## config.mk

```make
export PLATFORM = sky130hd
export DESIGN_NAME = id_ex_pipe_reg
export DESIGN_NICKNAME = d
export VERILOG_FILES = /design/src/rtl/id_ex_pipe_reg.sv
export SDC_FILE = /design/constraint.sdc
export NUM_CORES = 1
export LEC_CHECK = 0
export CAP_MARGIN = 10
export CORE_AREA = 2 2 139 141
export CTS_CLUSTER_SIZE = 8
export DETAILED_ROUTE_END_ITERATION = 10
export DIE_AREA = 0 0 141 143
export GPL_TIMING_DRIVEN = 1
export HOLD_SLACK_MARGIN = 0.12
export MAX_ROUTING_LAYER = met4
export PLACE_DENSITY = 0.71
export SLEW_MARGIN = 20
export SYNTH_ARGS = -nofsm -noshare
export SYNTH_HDL_FRONTEND = slang
export SYNTH_SLANG_ARGS = --single-unit
```

## constraint.sdc

```tcl
create_clock -name Clk -period 2.2 [get_ports Clk]
set_clock_uncertainty 0.15 [all_clocks]
set_input_delay 0.44 -clock Clk [delete_from_list [all_inputs] [get_ports Clk]]
set_output_delay 0.44 -clock Clk [all_outputs]
set_load 0.05 [all_outputs]
```

## src/rtl/id_ex_pipe_reg.sv

```systemverilog
// ID/EX pipeline register with load-use hazard detection, flush-driven bubbles
// and saturating stall/flush event counters.
module id_ex_pipe_reg #(
    parameter int CNT_W = 16
) (
    input  logic             Clk,
    input  logic             Rst,
    input  logic             Valid_ID,
    input  logic             RegWrite_ID,
    input  logic             MemtoReg_ID,
    input  logic             Branch_ID,
    input  logic             MemRead_ID,
    input  logic             MemWrite_ID,
    input  logic             RegDst_ID,
    input  logic             ALUSrc_ID,
    input  logic             JR_ID,
    input  logic             JAL_ID,
    input  logic [5:0]       ALUOp_ID,
    input  logic [31:0]      PCAddResult_ID,
    input  logic [31:0]      ReadData1_ID,
    input  logic [31:0]      ReadData2_ID,
    input  logic [31:0]      SignExtResult_ID,
    input  logic [4:0]       rs_ID,
    input  logic [4:0]       rt_ID,
    input  logic [4:0]       rd_ID,
    input  logic             Flush,
    output logic             Stall,
    output logic             Valid_EX,
    output logic             RegWrite_EX,
    output logic             MemtoReg_EX,
    output logic             Branch_EX,
    output logic             MemRead_EX,
    output logic             MemWrite_EX,
    output logic             RegDst_EX,
    output logic             ALUSrc_EX,
    output logic             JR_EX,
    output logic             JAL_EX,
    output logic [5:0]       ALUOp_EX,
    output logic [31:0]      PCAddResult_EX,
    output logic [31:0]      ReadData1_EX,
    output logic [31:0]      ReadData2_EX,
    output logic [31:0]      SignExtResult_EX,
    output logic [4:0]       rs_EX,
    output logic [4:0]       rt_EX,
    output logic [4:0]       rd_EX,
    output logic [CNT_W-1:0] StallCount,
    output logic [CNT_W-1:0] FlushCount
);

    logic hz;
    logic bubble;

    // rt_ID is compared even when the ID instruction does not read rt; a spare
    // stall is cheaper than decoding which fields are real sources.
    assign hz = Valid_ID & Valid_EX & MemRead_EX & (rt_EX != 5'd0) &
                ((rt_EX == rs_ID) | (rt_EX == rt_ID));

    assign Stall  = hz & ~Flush;
    assign bubble = Flush | hz;

    always_ff @(posedge Clk) begin
        if (!Rst || bubble) begin
            Valid_EX         <= 1'b0;
            RegWrite_EX      <= 1'b0;
            MemtoReg_EX      <= 1'b0;
            Branch_EX        <= 1'b0;
            MemRead_EX       <= 1'b0;
            MemWrite_EX      <= 1'b0;
            RegDst_EX        <= 1'b0;
            ALUSrc_EX        <= 1'b0;
            JR_EX            <= 1'b0;
            JAL_EX           <= 1'b0;
            ALUOp_EX         <= 6'd0;
            PCAddResult_EX   <= 32'd0;
            ReadData1_EX     <= 32'd0;
            ReadData2_EX     <= 32'd0;
            SignExtResult_EX <= 32'd0;
            rs_EX            <= 5'd0;
            rt_EX            <= 5'd0;
            rd_EX            <= 5'd0;
        end else begin
            Valid_EX         <= Valid_ID;
            RegWrite_EX      <= RegWrite_ID;
            MemtoReg_EX      <= MemtoReg_ID;
            Branch_EX        <= Branch_ID;
            MemRead_EX       <= MemRead_ID;
            MemWrite_EX      <= MemWrite_ID;
            RegDst_EX        <= RegDst_ID;
            ALUSrc_EX        <= ALUSrc_ID;
            JR_EX            <= JR_ID;
            JAL_EX           <= JAL_ID;
            ALUOp_EX         <= ALUOp_ID;
            PCAddResult_EX   <= PCAddResult_ID;
            ReadData1_EX     <= ReadData1_ID;
            ReadData2_EX     <= ReadData2_ID;
            SignExtResult_EX <= SignExtResult_ID;
            rs_EX            <= rs_ID;
            rt_EX            <= rt_ID;
            rd_EX            <= rd_ID;
        end
    end

    // Flush takes priority, so a cycle with both events only counts the flush.
    always_ff @(posedge Clk) begin
        if (!Rst) begin
            StallCount <= '0;
            FlushCount <= '0;
        end else if (Flush) begin
            if (FlushCount != '1)
                FlushCount <= FlushCount + CNT_W'(1);
        end else if (hz) begin
            if (StallCount != '1)
                StallCount <= StallCount + CNT_W'(1);
        end
    end

endmodule

```

==> results_dict.tcl, run 1 <==
set metrics [dict create \
    multiInputGateArea_um2 2150 \
    clock_path_buffers 2 \
    path_buf_inv 3 \
    r2r_start "rt_EX[2]$_SDFF_PP0_" \
    met2_usage 0.319 \
    syn-num-nets 716 \
    root_buffer "clkbuf_16" \
    cpMaxStageDelayCell "clkdlybuf4s50_1" \
    hold_viol 0 \
    drc 0 \
    place_ws_ns -0.388 \
    synthFlopType "dfxtp_1" \
    power.density_nw_per_um2 746 \
    ys_async_sr_fraction 0 \
    slew_violations 0 \
    die-area_um2 20200 \
    grt_use_total 0.193 \
    antenna_found_initial 1 \
    clock-sinks 191 \
    min_period_ns 2.23 \
    wire_per_inst_um 16.6 \
    rr_worst_depth 7 \
    ir_drop_mv 0.501 \
    place_congestion 0.873 \
    max_freq_mhz 448 \
    cp_cell_sequence "clkdlybuf4s50_1 -> a211o_1 -> buf_6 -> nor2_4 -> buf_8" \
    layout.nets 1086 \
    dpl.hpwl_um 15100 \
    hp-class "input port to flip-flop" \
    r2r_slack_ns 0.15 \
    grt_max_degree 45 \
    regArea_um2 3840 \
    overflow 0 \
    insertion_delay_ns 0.43 \
    status "finished with violations" \
    grt.met3_usage 0.0604 \
    start_kind "input port" \
    setup_violations 1 \
    violations "negative setup slack" \
    p_leak_uw 0.00483 \
    rows 50 \
    die_h_um 143 \
    cp_data_arrival_time_ns 1.64 \
    cts.clk_slew.worst_paths_ns 0.07 \
    syn_to_final_growth_pct 72.9 \
    cts_buffers 17 \
    grt_pass1_vias 5139 \
    route.vias.total 5298 \
    relSlewSlack 0.606 \
    hold_path.startpoint "rs_ID[3]" \
    globalRouteMet1Util 0.226 \
    synthDistinctLibCells 42 \
    port_buffers 353 \
    synth-seq-area-share 0.621 \
    endpoint_kind "output port" \
    rsz0062_at_grt "true" \
    h-tree-depth 4 \
    min_to "rs_EX[3]$_SDFF_PP0_" \
    synth_cells 552 \
    worstMarginPinSlew_ns 0.593 \
    syn_avg_cell_area_um2 11.2 \
    syn_area_um2 6160 \
    initial_core_util 0.332 \
    cp_data_required_time_ns 1.61 \
    routed_via_density 4.53 \
    grt.busiest_layer "met2" \
    routed_wl_um 19400 \
    fillCellCount 1617 \
    fin_ws_ns -0.0307 \
    yosys_warnings 0 \
    worst-path-max-fanout 2 \
    die_x_um 141 \
    pin_count 354 \
    cts_tree "built" \
    grt_pass1_wl_um 28600 \
    whs_ns 0.139 \
    synth-seq-cells 191 \
    crit_family "buffers and inverters" \
    design.core.area_um2 18600 \
    hold_depth 2 \
    cpPeakStageDelay_ns 0.48 \
    final.period_utilization 1.01 \
    first_pass_iters 4 \
    drt_iter0_drc 143 \
    synth_edf_count 0 \
    critPathKind "input port to output port" \
    r2r-end "ReadData1_EX[18]$_SDFF_PP0_" \
    maxCapViolCount 0 \
    ant_nets 0 \
    drive_gt1_frac 0.111 \
]
## sequential cells by signal, indices dropped and copies added (netlist names), 5 cells and up
| signal | count |
|---|---|
| ALUOp_EX | 6 |
| FlushCount | 16 |
| PCAddResult_EX | 32 |
| ReadData1_EX | 32 |
| ReadData2_EX | 32 |
| SignExtResult_EX | 32 |
| StallCount | 16 |
| rd_EX | 5 |
| rs_EX | 5 |
| rt_EX | 5 |
## repair_timing
action                     4_1_cts  5_1_grt
setup buffers                    3        0
hold buffers                     0        0
setup endpoints to repair       38       32
pin swaps                        7        5
resized for setup               52       36
## how the worst max path moves through the flow
stage,cells past startpoint,start,slack [ns],to
2_1_floorplan,5,FlushCount[2]$_SDFFE_PN0P_,0.02,FlushCount[5]$_SDFFE_PN0P_
3_3_place_gp,7,rs_ID[0],-0.37,Stall
3_5_place_dp,7,rs_ID[0],-0.39,Stall
4_1_cts,6,rt_EX[0]$_SDFF_PP0_,-0.06,Stall
5_1_grt,6,rt_EX[2]$_SDFF_PP0_,-0.12,Stall
6_report,5,Flush,-0.03,Stall
## metrics by stage
step / utilization / power, µW / instances / cell area [µm²] / setup TNS [ns]
after global routing: 0.573 / 8250 / 1170 / 10700 / -0.119
final: 0.573 / 7950 / 1170 / 10700 / -0.0307
after global placement: 0.535 / 4850 / 1134 / 9940 / -57.69
after detailed placement: 0.535 / 4860 / 1134 / 9940 / -56.15
after CTS: 0.568 / 8040 / 1169 / 10500 / -0.0575
after floorplan: - / 4280 / 552 / 6180 / 0
## logic make-up (layout without fill, tap and decap cells)
group                    after synthesis  in the layout  synth area share
XOR/XNOR                              21             21            0.0299
AO/OA/AOI/OAI                         41             41            0.0485
flip-flops                           191            191             0.621
adder cells (fa/ha/maj)                2              2           0.00406
multiplexers                           2              2           0.00325
other                                  0              1                 0
AND/OR/NAND/NOR                      265            265             0.259
buffers and inverters                 30            413            0.0351
## area by class of cell
cell class                 instances  share of cell area
tap                              234              0.0275
sequential                       191               0.360
clock inverter                    14              0.0184
clock buffer                      18              0.0403
multi-input combinational        331               0.202
timing repair buffer             377               0.350
antenna                            1            0.000235
inverter                           4             0.00141
## power breakdown
part	switching, µW	leakage (µW)	internal, µW
Combinational	630	0.00296	516
Clock	1530	0.000302	1650
Sequential	41.1	0.00157	3570
## worst reg2reg max path: cells and delay by family (launching register included)
family	cells	cell delay [ns]
compound gates	2	0.56
xor+xnor	1	0.15
buf+inv	2	0.35
flops	1	0.37
simple gates	2	0.37
## synthesized netlist by cell type (8+ instances only)
library cell  count  area share
a21oi_1          11      0.0089
nand3_1          16       0.013
dfxtp_1         191        0.62
o31ai_1           8      0.0097
nor2_1           20       0.012
xor2_1           17       0.024
nand2_1          15      0.0091
nand4_1          12       0.012
and2_1          162        0.16
buf_6            13       0.024
clkbuf_1          8      0.0049
or4_1             9       0.011
## cells in the final DEF, fill, tap and decap left out, drive strengths merged, types with 2 or more instances in the layout
cell / count
nor3: 9
o41ai: 3
mux2i: 2
nand2: 15
xor2: 17
and3: 5
o21ai: 3
inv: 9
clkbuf: 18
nand2b: 5
and4: 3
o31ai: 8
and2: 162
o211ai: 2
xnor2: 4
nand3: 16
a21oi: 11
dlygate4sd2: 48
a31oi: 3
nor4: 2
or4: 9
o311ai: 3
o31a: 2
o21a: 2
buf: 51
ha: 2
nand4: 12
dlymetal6s2s: 31
clkdlybuf4s50: 247
dfxtp: 191
nor2: 20
clkinv: 8
## per-layer routing
layer  vias to the layer above  wire, µm
li1                       2566         -
met1                      2459      7960
met2                       243      9710
met3                        30      1380
met4                         0       373
met5                         -         0
No activity file was read; power rests on OpenSTA's default activity.
==> inputs of run 2 (changes only) <==
Settings changed: CAP_MARGIN 10 to 40, SLEW_MARGIN 20 to 10.
==> results of run 2 <==
Same layout as run 1: the final DEF is identical, and so are final timing and power.
==> inputs of run 3 (changes only) <==
Settings changed: TNS_END_PERCENT set to 30.
==> results_dict.tcl, run 3 (synthesized netlist as in run 1, its figures left out) <==
set metrics [dict create \
    endpoint_kind "output port" \
    final.period_utilization 1.01 \
    finalPower_uw 7950 \
    regArea_um2 3840 \
    fillCellCount 1619 \
    drt_iter0_drc 140 \
    violations "negative setup slack" \
    final_core_util 0.574 \
    critPathKind "input port to output port" \
    die_x_um 141 \
    antenna_found_initial 1 \
    worstMarginPinSlew_ns 0.593 \
    mostFrequentLayoutCells "clkdlybuf4s50_1 (247), dfxtp_1 (182), and2_1 (162)" \
    worst-path-max-fanout 2 \
    cpMaxStageDelayCell "clkdlybuf4s50_1" \
    root_buffer "clkbuf_16" \
    rr_worst_depth 7 \
    r2r_slack_ns 0.15 \
    die-area_um2 20200 \
    clock_path_buffers 2 \
    syn_to_final_growth_pct 73.0 \
    wire_per_inst_um 16.6 \
    layout_commonest_cell "clkdlybuf4s50_1" \
    cts_tree "built" \
    min_to "rs_EX[1]$_SDFF_PP0_" \
    overflow 0 \
    cpPeakStageDelay_ns 0.47 \
    grt_use_total 0.193 \
    power.density_nw_per_um2 745 \
    slew_violations 0 \
    max_freq_mhz 450 \
    ant_nets 0 \
    rows 50 \
    cts_buffers 17 \
    cts.clk_slew.worst_paths_ns 0.07 \
    grt_pass1_wl_um 28600 \
    route.vias.total 5281 \
    grt_pass1_vias 5139 \
    path_buf_inv 3 \
    place_congestion 0.873 \
    min_period_ns 2.22 \
    multiInputGateArea_um2 2150 \
    layout.nets 1086 \
    hold_viol 0 \
    r2r-end "ReadData1_EX[18]$_SDFF_PP0_" \
    die_h_um 143 \
    hold_path.startpoint "rs_ID[1]" \
    dpl_cell_area_um2 9940 \
    start_kind "input port" \
    hp-class "input port to flip-flop" \
    design.core.area_um2 18600 \
    first_pass_iters 4 \
    port_buffers 353 \
    clock-sinks 191 \
    relSlewSlack 0.606 \
    h-tree-depth 4 \
    grt_max_degree 45 \
    initial_core_util 0.332 \
    numPlacedInstances 1134 \
    fin_ws_ns -0.0228 \
    rsz0062_at_grt "true" \
    routed_via_density 4.51 \
    cp_data_arrival_time_ns 1.63 \
    final_cell_area_um2 10700 \
    routed_wl_um 19400 \
    ir_drop_mv 0.501 \
    r2r_start "rt_EX[2]$_SDFF_PP0_" \
    pin_count 354 \
    insertion_delay_ns 0.43 \
    maxCapViolCount 0 \
    cp_data_required_time_ns 1.61 \
    p_leak_uw 0.00485 \
    crit_family "buffers and inverters" \
    dpl.hpwl_um 15100 \
    final_cell_count_no_fill 1170 \
    cts-hold-fix-buffers 0 \
    cp_cell_sequence "clkdlybuf4s50_1 -> a211o_1 -> buf_6 -> nor2_4 -> buf_8" \
    status "finished with violations" \
    setup_violations 1 \
    drive_gt1_frac 0.110 \
    drc 0 \
    hold_depth 2 \
    setup_tns_ns -0.0228 \
]
==> run 3: cell types whose count changed in the layout (fill, tap and decap cells not counted), sizes merged <==
cell	previous run	this run
dlygate4sd2	48	45
dlymetal6s2s	31	34
==> run 3: worst max-delay path by stage <==
stage	start	end	cells past startpoint	slack, ns
after CTS	rt_EX[4]$_SDFF_PP0_	Stall	6	-0.07
final	Flush	Stall	5	-0.02
after detailed placement	rs_ID[0]	Stall	7	-0.39
after floorplan	FlushCount[2]$_SDFFE_PN0P_	FlushCount[5]$_SDFFE_PN0P_	5	0.02
after global placement	rs_ID[0]	Stall	7	-0.37
after global routing	rt_EX[2]$_SDFF_PP0_	Stall	6	-0.12
==> run 3: routing by layer <==
metal	vias up	GRT usage	wire length [µm]
met5	-	-	0
met4	0	0.0611	357
met3	30	0.0604	1410
met2	248	0.319	9690
met1	2436	0.226	7930
li1	2567	-	-
==> run 3: area by class of cell <==
| type | instances | area share |
|---|---|---|
| clock inverters | 14 | 0.0184 |
| inverters | 4 | 0.00141 |
| repair buffers | 377 | 0.351 |
| clock buffers | 18 | 0.0403 |
| multi-input cells | 331 | 0.201 |
| well taps | 234 | 0.0275 |
| flip-flops and latches | 191 | 0.360 |
| diodes | 1 | 0.000235 |
==> run 3: report_power, final <==
group / switching, µW / total [µW] / internal, µW / leakage [µW]
logic: 628 / 1140 / 516 / 0.00298
registers: 41.1 / 3620 / 3570 / 0.00157
clock network: 1530 / 3190 / 1650 / 0.000302
==> run 3: timing repair <==
action                                 in CTS  in global routing
gates resized for setup                    49                 38
setup endpoints to repair                  38                 32
pin swaps                                   5                  8
endpoints found under the hold margin       0                  0
buffers inserted                            3                  0
==> run 3: per-stage QoR <==
step	hold slack [ns]	setup WS, ns
after floorplan	0.412	0.0229
after global routing	0.136	-0.123
after CTS	0.208	-0.0723
after global placement	0.338	-0.373
final	0.121	-0.0228
after detailed placement	0.348	-0.388
==> run 3: worst reg2reg max path, delay by kind of cell, from the launching register on <==
family                 cells  cell delay [ns]
XOR/XNOR                   1             0.15
AND/OR/NAND/NOR            2             0.37
buffers and inverters      2             0.35
AO/OA/AOI/OAI              2             0.56
flip-flops                 1             0.37
